===== src/rtl/truth_table_sweeper.sv =====
// Exhaustive truth-table sweeper for one N_IN-input, 1-output combinational block.
// Drives every vector, samples after SETTLE extra cycles, tallies mismatches.
module truth_table_sweeper #(
    parameter int                 N_IN      = 5,
    parameter logic [2**N_IN-1:0] EXP_TABLE = 32'hCFC89F7F,
    parameter int                 SETTLE    = 0
) (
    input  logic                 clk,
    input  logic                 reset_n,
    input  logic                 start,
    input  logic                 abort,
    output logic [N_IN-1:0]      dut_in,
    input  logic                 dut_out,
    output logic                 busy,
    output logic                 done,
    output logic                 pass,
    output logic [N_IN:0]        mismatch_count,
    output logic                 fail_valid,
    output logic [N_IN-1:0]      first_fail,
    output logic [2**N_IN-1:0]   captured_table
);

    typedef enum logic [1:0] {
        IDLE,
        RUN,
        DONE
    } state_t;

    state_t          state;
    state_t          state_nxt;
    logic [N_IN-1:0] idx;
    logic [3:0]      hold;
    logic            sample;
    logic            last;
    logic            miss;
    logic [N_IN:0]   count_nxt;

    assign dut_in = idx;
    assign busy   = (state == RUN);
    assign done   = (state == DONE);

    always_comb begin
        sample    = (state == RUN) && !abort && (hold == 4'(SETTLE));
        last      = &idx;
        miss      = (dut_out != EXP_TABLE[idx]);
        count_nxt = mismatch_count + {{N_IN{1'b0}}, miss};
        state_nxt = state;
        unique case (state)
            IDLE: if (start) state_nxt = RUN;
            RUN: begin
                if (abort)              state_nxt = IDLE;
                else if (sample && last) state_nxt = DONE;
            end
            DONE:    state_nxt = IDLE;
            default: state_nxt = IDLE;
        endcase
    end

    always_ff @(posedge clk) begin
        if (!reset_n) begin
            state          <= IDLE;
            idx            <= '0;
            hold           <= '0;
            pass           <= 1'b0;
            mismatch_count <= '0;
            fail_valid     <= 1'b0;
            first_fail     <= '0;
            captured_table <= '0;
        end else begin
            state <= state_nxt;
            case (state)
                IDLE: begin
                    if (start) begin
                        idx            <= '0;
                        hold           <= '0;
                        pass           <= 1'b0;
                        mismatch_count <= '0;
                        fail_valid     <= 1'b0;
                        first_fail     <= '0;
                        captured_table <= '0;
                    end
                end
                RUN: begin
                    // abort wins over a coinciding sample; that sample is dropped
                    if (abort) begin
                        idx  <= '0;
                        hold <= '0;
                    end else if (sample) begin
                        captured_table[idx] <= dut_out;
                        if (miss) begin
                            mismatch_count <= count_nxt;
                            if (!fail_valid) begin
                                fail_valid <= 1'b1;
                                first_fail <= idx;
                            end
                        end
                        hold <= '0;
                        if (last) pass <= (count_nxt == '0);
                        else      idx  <= idx + 1'b1;
                    end else begin
                        hold <= hold + 1'b1;
                    end
                end
                default: ;
            endcase
        end
    end

endmodule


===== config.mk =====
export PLATFORM = sky130hd
export DESIGN_NAME = truth_table_sweeper
export DESIGN_NICKNAME = d
export VERILOG_FILES = /design/src/rtl/truth_table_sweeper.sv
export SDC_FILE = /design/constraint.sdc
export NUM_CORES = 1
export LEC_CHECK = 0
export CAP_MARGIN = 40
export CORE_ASPECT_RATIO = 0.5
export CORE_MARGIN = 3
export CORE_UTILIZATION = 40
export DETAILED_ROUTE_END_ITERATION = 16
export DONT_BUFFER_PORTS = 1
export GPL_ROUTABILITY_DRIVEN = 0
export SLEW_MARGIN = 10
export SYNTH_ARGS = -nofsm -noshare
export SYNTH_HDL_FRONTEND = slang
export SYNTH_SLANG_ARGS = --single-unit

===== constraint.sdc =====
create_clock -name clk -period 3.8 [get_ports clk]
set_input_delay 0.76 -clock clk [delete_from_list [all_inputs] [get_ports clk]]
set_output_delay 0.76 -clock clk [all_outputs]
set_load 0.02 [all_outputs]

# --- Word level (Yosys, flattened, before mapping) ---
# Memories as Yosys holds them, arrays and structs flattened. A register that Yosys moved wholly into a read port is not among the register bits.
# Cells that the tools add are included.
totals:
  regBits: 56
  latch_bits: 0
  ram_bits: 0
  rom_bits: 32
  out_inout_bits: 52
  n_memories: 1
classes:
  n_addsub: 3
  n_mul: 0
  n_div: 0
  magnitude_cmp: 2
  n_eq_ne: 12
  shift: 0
  n_mux: 42
  bitwise_logic: 0
  n_reduce_logical: 17
memory_table:
  columns: ["memory", "depth", "width", "read_ports", "rd_clocked_by_memory_dff", "write_ports", "line", "rtl"]
  rows:
  - ["(no name shown)", 32, 1, 1, 1, 0, "45", "miss = (dut_out != EXP_TABLE[idx]);"]
ops:
  columns: ["operator", "count"]
  rows:
  - ["32-bit two-way mux", 3]
  - ["32-bit one-hot mux with 2 select lines", 1]
  - ["5-bit two-way mux", 10]
  - ["32-bit bitwise mux", 1]
  - ["6-bit two-way mux", 4]
  - ["5-bit one-hot mux with 2 select lines", 2]
  - ["5-bit AND reduction", 3]
  - ["4-bit two-way mux", 3]
  - ["6-bit one-hot mux with 2 select lines", 1]
  - ["1-bit two-way mux", 9]
  - ["4-bit one-hot mux with 2 select lines", 1]
  - ["4-bit AND reduction", 2]
  - ["6-bit by 1-bit adder with 6-bit output", 1]
  - ["6-bit logical NOT", 1]
  - ["5-bit by 6-bit less-than comparator with 1-bit output, second input constant", 1]
  - ["2-bit two-way mux", 3]
  - ["2-bit by 1-bit != test with 1-bit output, second input constant", 3]
  - ["2-bit != test, second input constant", 3]
  - ["3-bit by 2-bit != test with 1-bit output, second input constant", 2]
  - ["6-bit AND reduction", 1]
  - ["5-bit by 1-bit adder with 5-bit output, second input constant", 1]
  - ["1-bit demux with 5-bit select", 1]
  - ["5-bit by 1-bit greater-or-equal comparator with 1-bit output, second input constant", 1]
  - ["4-bit by 1-bit adder with 4-bit output, second input constant", 1]
  - ["12 further kinds", 17]

# --- Depth between registers and ports, before layout ---
logic_depth:
  depth_word: 9
  depth_mapped: 14
  ltp_nobuf: 12

# --- Worst setup path after synthesis ---
# No wires, ideal clock.
synth_path:
  kind: "register to register"
  startpoint: "reg idx[1], in the netlist dut_in[1]"
  endpoint: "reg (tool-made name)"
  t_arrival_ns: 2.730
  required_ns: 3.730
  setup_slack_ns: 1.000
  path_stages_with_launch: 15
  n_path_buf: 2
  synth_period_minus_slack_ns: 2.800
  path_cell_list: "dfxtp_1 -> ha_1 -> clkbuf_1 -> and3_1 -> clkbuf_1 -> ha_1 -> and3b_1 -> a211o_2 -> nor2_1 -> a21oi_1 -> nor2_1 -> ha_1 -> mux2i_1 -> o22ai_1 -> a21oi_1"
synth_lines:
  columns: ["item", "line", "rtl"]
  rows:
  - ["start: declaration", "31", "logic [N_IN-1:0] idx;"]
  - ["start signal: assignment", "99", "else idx <= idx + 1'b1;"]

==> summary.md <==
| Metric | Value |
|---|---|
| Critical Path RT | between 4 and 5 ns |
| Initial Utilization | between 40% and 50% |
| GRT overflow | 0 |
| RSZ-0062 raised after global routing | false |
| Worst reg-to-reg path cell count | 12 |
| H-tree depth | 3 |
| Later-pin clock latency in the skew report | between 0.3 and 0.4 ns |
| Met2 GRT Util | slightly below 30% |
| Post-synth EDFFs | 0 |
| Slew @ Worst Pin | between 0.8 and 0.9 ns |
| Crit. Startpoint | dut_in[1]$_SDFFE_PN0N_ |
| Cell with the most instances after synthesis | a21oi_1 |
| Worst reg-to-reg setup slack | roughly 0.74 ns |
| Final Critical Period | 3.06 ns |
| DR vias | roughly 2.6k |
| Mean post-synth cell area | just under 8 um2 |
| Post-route setup TNS | 0 ns |
| Hpwl dp | between 5000 and 6000 um |
| Synth Instances | 370 |
| Detail Route Antenna Nets | 0 |
| Layout Skew | around 0.0069 ns |
| Flops & latches, synth | 57 |
| Share of cells above drive strength 1 | about 6.7% |
| Vias in the first global route | about 2.3k |
| CP Class | reg2reg |
| Total CTS buffers | 9 |
| CTS tree | built |
| Sw frac | between 20 and 25% |
| Post-synth ARST share | 0% |
| Startpoint types | register |
| Die H | 65.8 um |
| Pint | 0.00119 W |
| Net Switching | roughly 0.00034 W |
| Vias per cell | about 5.7 |
| Fin crit share | between 80% and 90% |
| Post-CTS Resized | 0 |
| CTS clk-pin slew, worst paths | ~0.050 ns |
| Layout Utilization | between 40% and 50% |
| Post-synthesis sequential area ratio | 39.9% |
| Synth Flop Type | dfxtp_1 |
| Critical R2R Launch | dut_in[1]$_SDFFE_PN0N_ |
| CTS Root Buffer Type | clkbuf_16 |
| Global-route wire length before repair | 12,300 um |
| # diodes | 0 |
| GR Util All Layers | roughly a fifth |
| Slew headroom | between 40% and 50% |
| CTS Hold Bufs | 0 |
| Synth area leaders | dfxtp_1 (40%), a21oi_1 (13%), nand2_1 (7.1%) |
| Area leader, netlist | dfxtp_1 |
| Crit path DAT | 3.32 ns |
| Leak | around 1.1 nW |
| Pwr/cell area | roughly 480 mW/mm2 |
| Post-Syn Area | about 0.0029 mm2 |
| Syn_nets | 386 |
| Fmax | around 0.33 GHz |
| Top cells by count, synth | a21oi_1 (76), dfxtp_1 (57), nand2_1 (54), o21ai_0 (36), clkbuf_1 (23) |
| Crit-path max FO | 9 |
| Synth unique cells | 47 |
| Worst hold-check path type | reg2reg |
| Worst hold stages | 2 |
| I/O Buffers | 0 |
| Avg WL per Cell | ~17 um |
| Met1 usage | between 20% and 30% |
| # nets final | approximately 370 |
| Top cell type's share of synthesized area | approximately two fifths |
| Status | finished, final reports clean |
| Logic pwr share | 6.0% |
| Clock sink count | 57 |
| Max Cap Viol | 0 |
| DRT Pass-1 Iters | 4 |
| Syn. warnings | 0 |
| Clock Tree Buf Depth | 2 |
| Initial antenna violation count | 0 |
| GRT met3 Usage | about a tenth |
| Crit end category | register |
| Worst vdd ir | between 0.2 and 0.25 mV |
| DRT iter0 DRCs | ~250 |
| Row Count | 21 |
| I/O pin count | 57 |
| Clock network power share | between 50% and 60% |
| Drt total wl | 7790 um |
| Most Crowded Layer GR | met2 |
| Fin. Hold Viols | 0 |
| Setup violators final | 0 |
| Max Slew Vio Count | 0 |
| Fill cells | around 640 |
| Setup repair bufs after CTS | 0 |
| Core area | slightly below 0.007 mm2 |
| Full die area | 0.00827 mm2 |
| Maximum number of pins on one net before global-route repair | 38 |
| Sequential share of power | between 30 and 40% |
| Area grow syn2layout | 11.5% |
| # DRC | 0 |
| Die W | between 100 and 150 um |
==> registers in the layout, indices dropped and copies added, names as in the netlist, named ones only <==
name            count
dut_in              5
mismatch_count      6
hold                4
fail_valid          1
state               2
captured_table     32
pass                1
first_fail          5
==> per-stage QoR <==
step | total power, W | setup slack, ns | hold slack [ns] | cells | cell area, um2
final | 0.00153 | 0.744 | 0.519 | 452 | 3190
after global routing | 0.00159 | 0.493 | 0.555 | 452 | 3190
after CTS | 0.00155 | 0.759 | 0.522 | 452 | 3190
after detailed placement | 0.000713 | 0.779 | 0.513 | 436 | 2880
after global placement | 0.000711 | 0.897 | 0.511 | 436 | 2880
after floorplan | 0.000693 | 1.00 | 0.478 | 370 | 2860
==> placed cells by master, fill, tap and decap left out, drive strengths merged, types with 7 or more instances in the layout <==
cell | synthesis | layout
a21oi | 76 | 76
dfxtp | 57 | 57
nand2 | 54 | 54
o21ai | 37 | 37
nor2 | 20 | 20
clkbuf | 24 | 14
ha | 11 | 11
inv | 8 | 8
nand3 | 8 | 8
nor3 | 7 | 7
==> per-layer routing <==
metal  share of wire [%]  vias to the layer above
met3                 8.0                        8
li1                    -                     1276
met5                   0                        -
met4                0.80                        0
met2                  45                       57
met1                  46                     1236
==> kinds of logic (layout without fill, tap and decap cells) <==
kind of cell	after synthesis	after routing	share of synthesized area (%)
buffers and inverters	38	28	5.24
flip-flops	57	57	39.9
XOR/XNOR	4	4	1.22
AND/OR/NAND/NOR	119	119	20.3
adder cells (fa/ha/maj)	11	11	4.81
AO/OA/AOI/OAI	136	136	26.8
multiplexers	5	5	1.75
==> power by group through the flow <==
stage | registers [W] | logic [W] | clock network [W]
after floorplan | 0.000620 | 0.0000735 | 0
after global placement | 0.000622 | 0.0000889 | 0
after detailed placement | 0.000622 | 0.0000910 | 0
after CTS | 0.000610 | 0.0000915 | 0.000846
after global routing | 0.000610 | 0.000102 | 0.000875
final | 0.000610 | 0.0000924 | 0.000829
==> cell type report <==
class                   count  area, um2  share of cell area (%)
clock buffers              14        274                    8.58
clock inverters             2       35.0                    1.10
inverters                   9       33.8                    1.06
multi-input cells         275       1570                    49.2
flip-flops and latches     57       1140                    35.7
well taps                  92        115                    3.61
repair buffers              3       22.5                   0.705
==> how the worst min path moves through the flow <==
stage / start / end / slack [ns]
2_1_floorplan: hold[1]$_SDFFE_PN0P_ / hold[1]$_SDFFE_PN0P_ / 0.48
3_3_place_gp: hold[1]$_SDFFE_PN0P_ / hold[1]$_SDFFE_PN0P_ / 0.51
3_5_place_dp: hold[1]$_SDFFE_PN0P_ / hold[1]$_SDFFE_PN0P_ / 0.51
4_1_cts: hold[1]$_SDFFE_PN0P_ / hold[1]$_SDFFE_PN0P_ / 0.52
5_1_grt: reset_n / state[1]$_SDFFE_PN0P_ / 0.55
6_report: hold[1]$_SDFFE_PN0P_ / hold[1]$_SDFFE_PN0P_ / 0.52
==> critical path: stages (launching register included) <==
cell and delay [ns]:
dfxtp_1 0.52, ha_1 0.44, and3_1 0.30, ha_1 0.20, and3b_1 0.28, a211o_2 0.21, nor2_1 0.06, a21oi_1 0.17
nor2_1 0.09, ha_1 0.33, mux2i_1 0.14, o22ai_1 0.10, a21oi_1 0.16
Note: power is estimated with default switching activity, not from simulation.
